--- src/rtl/riscv_pkg.sv ---
// riscv_pkg
//   Shared definitions for the RV32I hazard controller.
//   - 5-bit major opcode constants (instruction bits [6:2])
//   - forwarding select encodings
//   - hazard shadow-tag struct carried alongside the EX and MEM stages
//   - tag_match(): does a tagged producer feed a given source register?
package riscv_pkg;

  localparam int REG_W = 5;

  localparam logic [4:0] R_TYPE     = 5'b01100;
  localparam logic [4:0] I_CAL      = 5'b00100;
  localparam logic [4:0] I_LOAD     = 5'b00000;
  localparam logic [4:0] S_TYPE     = 5'b01000;
  localparam logic [4:0] B_TYPE     = 5'b11000;
  localparam logic [4:0] LUI_TYPE   = 5'b01101;
  localparam logic [4:0] AUIPC_TYPE = 5'b00101;
  localparam logic [4:0] JAL_TYPE   = 5'b11011;
  localparam logic [4:0] JALR_TYPE  = 5'b11001;

  localparam logic [1:0] FWD_RF  = 2'b00;
  localparam logic [1:0] FWD_MEM = 2'b01;
  localparam logic [1:0] FWD_WB  = 2'b10;

  // late = result only exists after MEM (loads and link writes of JAL/JALR)
  typedef struct packed {
    logic             valid;
    logic [REG_W-1:0] rd;
    logic             we;
    logic             late;
  } hz_tag_t;

  localparam hz_tag_t TAG_INVALID = '0;

  // x0 is hard-wired, so a producer targeting it never forwards or stalls.
  function automatic logic tag_match(input hz_tag_t tag, input logic [REG_W-1:0] rs,
                                     input logic used);
    return tag.valid & tag.we & (tag.rd != '0) & (tag.rd == rs) & used;
  endfunction

endpackage

--- src/rtl/hz_decode.sv ---
// hz_decode
//   Purely combinational classification of the instruction sitting in ID.
//   Ports:
//     inst_i     in  32  instruction word
//     we_o       out 1   instruction writes rd
//     late_o     out 1   result only available after MEM
//     uses_rs1_o out 1   rs1 is a real source operand
//     uses_rs2_o out 1   rs2 is a real source operand
//     rd_o       out 5   destination register field
//     rs1_o      out 5   source register 1 field
//     rs2_o      out 5   source register 2 field
module hz_decode
  import riscv_pkg::*;
(
  input  logic [31:0] inst_i,
  output logic        we_o,
  output logic        late_o,
  output logic        uses_rs1_o,
  output logic        uses_rs2_o,
  output logic [4:0]  rd_o,
  output logic [4:0]  rs1_o,
  output logic [4:0]  rs2_o
);

  logic [4:0] opcode;
  logic       unused_bits;

  assign opcode = inst_i[6:2];
  assign rd_o   = inst_i[11:7];
  assign rs1_o  = inst_i[19:15];
  assign rs2_o  = inst_i[24:20];

  // funct fields and the fixed 2'b11 quadrant bits do not affect hazards
  assign unused_bits = ^{inst_i[31:25], inst_i[14:12], inst_i[1:0]};

  always_comb begin
    we_o       = 1'b0;
    late_o     = 1'b0;
    uses_rs1_o = 1'b0;
    uses_rs2_o = 1'b0;
    case (opcode)
      R_TYPE: begin
        we_o = 1'b1; uses_rs1_o = 1'b1; uses_rs2_o = 1'b1;
      end
      I_CAL: begin
        we_o = 1'b1; uses_rs1_o = 1'b1;
      end
      I_LOAD: begin
        we_o = 1'b1; late_o = 1'b1; uses_rs1_o = 1'b1;
      end
      S_TYPE, B_TYPE: begin
        uses_rs1_o = 1'b1; uses_rs2_o = 1'b1;
      end
      LUI_TYPE, AUIPC_TYPE: begin
        we_o = 1'b1;
      end
      JAL_TYPE: begin
        we_o = 1'b1; late_o = 1'b1;
      end
      JALR_TYPE: begin
        we_o = 1'b1; late_o = 1'b1; uses_rs1_o = 1'b1;
      end
      default: ;
    endcase
  end

endmodule

--- src/rtl/hazard_ctrl.sv ---
// hazard_ctrl
//   Hazard controller for a 5-stage RV32I pipeline. Tracks shadow tags for
//   the EX and MEM stages, detects load-use hazards, issues branch flushes,
//   freezes on memory wait, and registers the EX-stage forwarding selects.
//   Ports:
//     clk, rst_n       clock, asynchronous active-low reset
//     id_inst/id_valid instruction in ID and its valid flag
//     ex_branch_taken  EX redirects the PC
//     mem_ready        data memory done; low freezes everything
//     stall_if_id, bubble_ex, flush_if_id, freeze   pipeline control
//     fwd_a_sel, fwd_b_sel   registered EX operand selects
//     stall_cnt, flush_cnt   saturating event counters
module hazard_ctrl
  import riscv_pkg::*;
#(
  parameter int CNT_W = 16
) (
  input  logic             clk,
  input  logic             rst_n,
  input  logic [31:0]      id_inst,
  input  logic             id_valid,
  input  logic             ex_branch_taken,
  input  logic             mem_ready,
  output logic             stall_if_id,
  output logic             bubble_ex,
  output logic             flush_if_id,
  output logic             freeze,
  output logic [1:0]       fwd_a_sel,
  output logic [1:0]       fwd_b_sel,
  output logic [CNT_W-1:0] stall_cnt,
  output logic [CNT_W-1:0] flush_cnt
);

  logic       dec_we, dec_late, dec_uses_rs1, dec_uses_rs2;
  logic [4:0] dec_rd, dec_rs1, dec_rs2;

  hz_decode u_decode (
    .inst_i     (id_inst),
    .we_o       (dec_we),
    .late_o     (dec_late),
    .uses_rs1_o (dec_uses_rs1),
    .uses_rs2_o (dec_uses_rs2),
    .rd_o       (dec_rd),
    .rs1_o      (dec_rs1),
    .rs2_o      (dec_rs2)
  );

  hz_tag_t          ex_tag_q, ex_tag_d;
  hz_tag_t          mem_tag_q, mem_tag_d;
  logic [1:0]       fwd_a_q, fwd_a_d, fwd_b_q, fwd_b_d;
  logic [CNT_W-1:0] stall_cnt_q, stall_cnt_d, flush_cnt_q, flush_cnt_d;

  logic ex_hit_a, ex_hit_b, mem_hit_a, mem_hit_b;
  logic load_use;

  assign ex_hit_a  = tag_match(ex_tag_q,  dec_rs1, dec_uses_rs1);
  assign ex_hit_b  = tag_match(ex_tag_q,  dec_rs2, dec_uses_rs2);
  assign mem_hit_a = tag_match(mem_tag_q, dec_rs1, dec_uses_rs1);
  assign mem_hit_b = tag_match(mem_tag_q, dec_rs2, dec_uses_rs2);

  // A taken branch kills the ID instruction, so it cannot also stall;
  // a frozen pipe does not stall either (freeze already holds everything).
  assign freeze      = ~mem_ready;
  assign flush_if_id = ex_branch_taken & mem_ready;
  assign load_use    = id_valid & mem_ready & ~ex_branch_taken & ex_tag_q.late
                       & (ex_hit_a | ex_hit_b);
  assign stall_if_id = load_use;
  assign bubble_ex   = load_use | flush_if_id;

  always_comb begin
    ex_tag_d  = ex_tag_q;
    mem_tag_d = mem_tag_q;
    fwd_a_d   = fwd_a_q;
    fwd_b_d   = fwd_b_q;
    if (mem_ready) begin
      mem_tag_d = ex_tag_q;
      if (bubble_ex) begin
        ex_tag_d = TAG_INVALID;
        fwd_a_d  = FWD_RF;
        fwd_b_d  = FWD_RF;
      end else begin
        ex_tag_d = '{valid: id_valid, rd: dec_rd, we: dec_we, late: dec_late};
        // EX holds the younger producer, so it takes precedence over MEM
        fwd_a_d  = ex_hit_a ? FWD_MEM : (mem_hit_a ? FWD_WB : FWD_RF);
        fwd_b_d  = ex_hit_b ? FWD_MEM : (mem_hit_b ? FWD_WB : FWD_RF);
      end
    end
  end

  always_comb begin
    stall_cnt_d = stall_cnt_q;
    flush_cnt_d = flush_cnt_q;
    if ((load_use | freeze) && (stall_cnt_q != {CNT_W{1'b1}}))
      stall_cnt_d = stall_cnt_q + CNT_W'(1);
    if (flush_if_id && (flush_cnt_q != {CNT_W{1'b1}}))
      flush_cnt_d = flush_cnt_q + CNT_W'(1);
  end

  always_ff @(posedge clk or negedge rst_n) begin
    if (!rst_n) begin
      ex_tag_q    <= TAG_INVALID;
      mem_tag_q   <= TAG_INVALID;
      fwd_a_q     <= FWD_RF;
      fwd_b_q     <= FWD_RF;
      stall_cnt_q <= '0;
      flush_cnt_q <= '0;
    end else begin
      ex_tag_q    <= ex_tag_d;
      mem_tag_q   <= mem_tag_d;
      fwd_a_q     <= fwd_a_d;
      fwd_b_q     <= fwd_b_d;
      stall_cnt_q <= stall_cnt_d;
      flush_cnt_q <= flush_cnt_d;
    end
  end

  assign fwd_a_sel = fwd_a_q;
  assign fwd_b_sel = fwd_b_q;
  assign stall_cnt = stall_cnt_q;
  assign flush_cnt = flush_cnt_q;

endmodule
--- config.mk ---
export PLATFORM = sky130hd
export DESIGN_NAME = hazard_ctrl
export DESIGN_NICKNAME = d
export VERILOG_FILES = /design/src/rtl/riscv_pkg.sv /design/src/rtl/hz_decode.sv /design/src/rtl/hazard_ctrl.sv
export SDC_FILE = /design/constraint.sdc
export NUM_CORES = 1
export LEC_CHECK = 0
export CELL_PAD_IN_SITES_DETAIL_PLACEMENT = 0
export CELL_PAD_IN_SITES_GLOBAL_PLACEMENT = 1
export CORE_MARGIN = 2
export CORE_UTILIZATION = 40
export CTS_BUF_LIST = sky130_fd_sc_hd__clkbuf_8
export DETAILED_ROUTE_END_ITERATION = 12
export GPL_ROUTABILITY_DRIVEN = 0
export HOLD_SLACK_MARGIN = 0.1
export MAX_ROUTING_LAYER = met4
export PLACE_DENSITY_LB_ADDON = 0.1
export SYNTH_ARGS = -nofsm -noshare
export SYNTH_HDL_FRONTEND = slang
export SYNTH_SLANG_ARGS = --single-unit
--- constraint.sdc ---
create_clock -name clk -period 3.6 [get_ports clk]
set_input_delay 0.54 -clock clk [delete_from_list [all_inputs] [get_ports clk]]
set_output_delay 0.54 -clock clk [all_outputs]
set_load 0.02 [all_outputs]
==> results of run 1 <==
## layout make-up
type | count | area (um^2)
Inverter | 8 | 35.0
Sequential cell | 51 | 1280
Clock inverter | 1 | 7.51
Multi-Input combinational cell | 176 | 1300
Timing Repair Buffer | 68 | 666
Tap cell | 77 | 96.3
Clock buffer | 7 | 96.3
Fill cell | 593 | 2870
## report_power, final
part	leakage, nW	internal, mW	switching [mW]	total, mW
combinational	0.781	0.253	0.238	0.491
clock	0.0505	0.175	0.191	0.366
sequential	0.676	0.657	0.108	0.766
## synth_stat cells (3+ instances only)
| library cell | count |
|---|---|
| and4_1 | 3 |
| a22o_1 | 7 |
| nor2_1 | 15 |
| a31oi_1 | 4 |
| clkbuf_1 | 3 |
| dfrtp_1 | 51 |
| nand4_1 | 12 |
| a21oi_1 | 3 |
| and3_1 | 8 |
| xnor2_1 | 29 |
| a21o_1 | 4 |
| nand3_1 | 13 |
| nand2_1 | 19 |
| inv_1 | 7 |
| mux2_2 | 9 |
| o21ai_0 | 4 |
| xor2_1 | 16 |
## sequential cells by signal, summed over array words and instances, names as in the netlist
register and flops:
flush_cnt 16, stall_cnt 16, ex_tag_q 8, mem_tag_q 7
fwd_a_sel 2, fwd_b_sel 2
## kinds of logic after synthesis
family                   after synthesis  share of synthesized area
adder cells (fa/ha/maj)                2                    0.00951
flip-flops                            51                      0.485
multiplexers                          11                     0.0485
XOR/XNOR                              45                      0.150
AO/OA/AOI/OAI                         31                     0.0975
buffers and inverters                 13                     0.0209
AND/OR/NAND/NOR                       87                      0.189
## routing by layer
layer | wire, um | GRT usage
met1 | 2680 | 0.230
met2 | 2830 | 0.280
met3 | 228 | 0.0302
met4 | 59 | 0.0519
met5 | 0 | -
## through the flow
stage / setup slack (ns) / hold slack [ns]
final: 0.373 / 0.323
after global routing: 0.281 / 0.381
after CTS: 0.350 / 0.364
after detailed placement: 0.351 / 0.469
after global placement: 0.354 / 0.464
after floorplan: 1.37 / 0.244
## worst reg2reg max path: stages, from the launching register on
cell and delay, ns:
dfrtp_1 0.48, xnor2_1 0.19, nand3_1 0.15, nor4_4 0.41
o211ai_4 0.19, inv_6 0.11, nor2_4 0.03, and4bb_1 0.27
mux2_4 0.30
## final timing paths
| check | endpoint | startpoint | cells past startpoint |
|---|---|---|---|
| worst max-delay path | stall_if_id | id_inst[4] | 7 |
| worst min-delay path | stall_cnt[5] | rst_n | 1 |
| worst max register to register | stall_cnt[12] | ex_tag_q[6] | 8 |
| worst min register to register | fwd_a_sel[1] | fwd_a_sel[1] | 1 |
| max in group asynchronous | stall_cnt[1] | rst_n | 2 |
| min in group clk | fwd_a_sel[1] | fwd_a_sel[1] | 1 |
==> flow_metrics.tcl, run 1 <==
set metrics [dict create \
    status "completed" \
    num-nets-final 349 \
    period_minus_slack_ns 3.23 \
    clk_pin_slew_ns 0.09 \
    peakVddDrop_uv 325 \
    ant_nets 0 \
    gr-total-overflow 0 \
    clockBufferDepth 2 \
    area_growth_pct 32.1 \
    placed_cells 380 \
    cts_max_level 2 \
    crit_chain "clkdlybuf4s50_1 > and4bb_1 > nor2_1 > nor4_4 > o211ai_4 > inv_6 > clkdlybuf4s50_1" \
    synth_seq_cells 51 \
    antenna_found_initial 0 \
    placed_cell_area_um2 3370 \
    slew_headroom 0.441 \
    worstPathArrival_ns 2.69 \
    path_buf_inv 3 \
    syn_inst 240 \
    cpMostUsedCell "clkdlybuf4s50_1" \
    hold_viol_final 0 \
    port_buffers 64 \
    design.die.area_um2 7240 \
    fin_area_um2 3480 \
    clock_sinks 51 \
    finalCritPeriodShare 0.896 \
    grt_pass1_wl_mm 9.83 \
    start_util 0.414 \
    syn-cell-area_um2 2630 \
    slowest_delay_ns 0.60 \
    syn_avg_cell_area_um2 11.0 \
    wl_per_cell_um 14.9 \
    synthDistinctLibCells 45 \
    start_kind "primary input" \
    cts_tree "yes" \
    syn_nets 279 \
    rows 29 \
    yosys_warnings 0 \
    initialDrtViolationCount 72 \
    total_power_mw 1.62 \
    dr_total_vias 1979 \
    powerDensity_nw_per_um2 467 \
    finalSetupTns_ns 0 \
    drv_cap 0 \
    clock_latency_ns 0.31 \
    ioPinCount 77 \
    cts_hold_buf 0 \
    tightest_slew_ns 0.838 \
    path_delay_family "buffers and inverters" \
    setup_viol_count_final 0 \
    most-common-layout-cells "63 x clkdlybuf4s50_1, 51 x dfrtp_1, 29 x xnor2_1" \
    rsz0062_at_grt "no" \
    hp-class "in2async" \
    netlist.area_leader.share 0.485 \
    grt_usage 0.175 \
    worstSetupPathType "in2out" \
    path_max_fanout 5 \
    cts_resized 0 \
    drtPass1Iterations 4 \
    cts_root_buf "clkbuf_8" \
    synth_area_leaders "dfrtp_1 49%, xnor2_1 9.7%, xor2_1 5.3%" \
    drc 0 \
    layout_commonest_cell "clkdlybuf4s50_1" \
    post_cts_buffers 0 \
    cp_data_required_time_ns 3.06 \
    max_freq_ghz 0.310 \
    fin_util 0.548 \
    ys_seq_area_frac 0.485 \
    numCtsBuffers 5 \
    vias_per_cell 5.10 \
    end_kind "output pin" \
    diodes 0 \
    synth_top_cell_by_area "dfrtp_1" \
    finalClockSkew_ns 0.0119 \
    drv_slew 0 \
    ys.flop_type "dfrtp_1" \
    r2r_slack_ns 1.36 \
    grt_pass1_vias 1992 \
    grt_max_degree 38 \
    final_cells 388 \
    drive_above_1_share 0.109 \
    core_area_um2 6350 \
    synth_edf_count 0 \
    power.leakage_nw 1.51 \
    drt_wl_total_mm 5.80 \
    die_w_um 85.1 \
    async_reset_ff_frac 1.00 \
    dpl.hpwl_mm 4.40 \
    cp_slowest_cell "clkdlybuf4s50_1" \
    die_h_um 85.1 \
]
No activity file was read; power rests on OpenSTA's default activity.
==> run 2: changes to the inputs <==
PLACE_DENSITY = 0.95   (was unset)
PLACE_DENSITY_LB_ADDON = unset   (was 0.1)
==> flow_metrics.tcl, run 2 (synthesis gave the netlist of run 1 again) <==
set metrics [dict create \
    status "completed" \
    post_cts_buffers 0 \
    path_buf_inv 2 \
    die_w_um 85.1 \
    setup_viol_count_final 0 \
    drv_cap 0 \
    grt_pass1_wl_mm 9.48 \
    die_h_um 85.1 \
    numCtsBuffers 5 \
    drive_above_1_share 0.106 \
    start_kind "primary input" \
    hp-class "in2async" \
    clk_pin_slew_ns 0.10 \
    tightest_slew_ns 0.775 \
    max_freq_ghz 0.307 \
    final_cells 388 \
    clockBufferDepth 2 \
    power.leakage_nw 1.50 \
    slowest_delay_ns 0.60 \
    antenna_found_initial 0 \
    highest_layer "met4" \
    ioPinCount 77 \
    vias_per_cell 5.38 \
    rows 29 \
    crit_chain "clkdlybuf4s50_1 > and4bb_1 > nor2_1 > nor4_4 > o211ai_4 > nand2_1 > clkdlybuf4s50_1" \
    path_max_fanout 5 \
    layout_commonest_cell "clkdlybuf4s50_1" \
    dr_total_vias 2087 \
    finalSetupTns_ns 0 \
    finalCritPeriodShare 0.904 \
    clock_latency_ns 0.30 \
    end_kind "output pin" \
    route.met3.wl_um 297 \
    wl_met2_mm 2.62 \
    cp_slowest_cell "clkdlybuf4s50_1" \
    gr-total-overflow 0 \
    r2r_slack_ns 1.37 \
    grt_max_degree 35 \
    cts_root_buf "clkbuf_8" \
    finalClockSkew_ns 0.0134 \
    wl_met1_mm 2.60 \
    total_power_mw 1.58 \
    area_growth_pct 31.4 \
    cts_resized 0 \
    num-nets-final 349 \
    drtPass1Iterations 4 \
    fin_util 0.545 \
    ant_nets 0 \
    initialDrtViolationCount 76 \
    path_delay_family "buffers and inverters" \
    design.die.area_um2 7240 \
    cpMostUsedCell "clkdlybuf4s50_1" \
    dpl.hpwl_mm 4.20 \
    rsz0062_at_grt "no" \
    placed_cells 380 \
    period_minus_slack_ns 3.25 \
    worstPathArrival_ns 2.71 \
    grt_pass1_vias 1985 \
    hold_viol_final 0 \
    cts_tree "yes" \
    most-common-layout-cells "63 x clkdlybuf4s50_1, 51 x dfrtp_1, 29 x xnor2_1" \
    clock_sinks 51 \
    peakVddDrop_uv 346 \
    slew_headroom 0.483 \
    port_buffers 64 \
    wl_per_cell_um 14.3 \
    diodes 0 \
    drt_wl_total_mm 5.56 \
    hold_ws_ns 0.300 \
    drv_slew 0 \
    cp_data_required_time_ns 3.06 \
    drc 0 \
    worstSetupPathType "in2out" \
    core_area_um2 6350 \
    cts_max_level 2 \
    grt_usage 0.167 \
    start_util 0.414 \
    powerDensity_nw_per_um2 456 \
    cts_hold_buf 0 \
]
==> run 2: metrics by stage <==
stage	worst slack, ns	cell area [um^2]
after floorplan	1.37	2630
after global placement	0.365	3370
after detailed placement	0.350	3370
after CTS	0.340	3460
after global routing	0.217	3460
final	0.346	3460
==> run 2: worst paths after layout <==
check | to | cells past startpoint | startpoint
worst max-delay path | bubble_ex | 7 | id_inst[4]
worst min-delay path | stall_cnt[3] | 1 | rst_n
worst max register to register | stall_cnt[12] | 8 | ex_tag_q[6]
worst min register to register | flush_cnt[7] | 1 | flush_cnt[7]
max in group asynchronous | flush_cnt[8] | 2 | rst_n
min in group clk | flush_cnt[7] | 1 | flush_cnt[7]
==> run 2: worst register-to-register path, delay by kind of cell (launching register included) <==
family	cells	cell delay, ns
AO/OA/AOI/OAI	1	0.19
buffers and inverters	1	0.11
AND/OR/NAND/NOR	4	0.87
multiplexers	1	0.30
flip-flops	1	0.47
XOR/XNOR	1	0.19
==> run 2: report_power, final <==
| group | internal (mW) | total, mW | switching (mW) |
|---|---|---|---|
| clock network | 0.133 | 0.319 | 0.185 |
| registers | 0.657 | 0.768 | 0.110 |
| logic | 0.252 | 0.489 | 0.237 |
| total | 1.04 | 1.58 | 0.532 |
==> run 2: layout make-up <==
cell class | count | area, um^2
clock inverter | 3 | 16.3
sequential | 51 | 1280
tap | 77 | 96.3
clock buffer | 5 | 68.8
fill | 575 | 2890
inverter | 8 | 35.0
multi-input combinational | 176 | 1300
timing repair buffer | 68 | 666
==> run 2: routing by layer <==
layer  vias up  global-route usage
li1        992                   -
met2        61               0.265
met5         -                   -
met1      1028               0.222
met3         6              0.0379
met4         0              0.0346
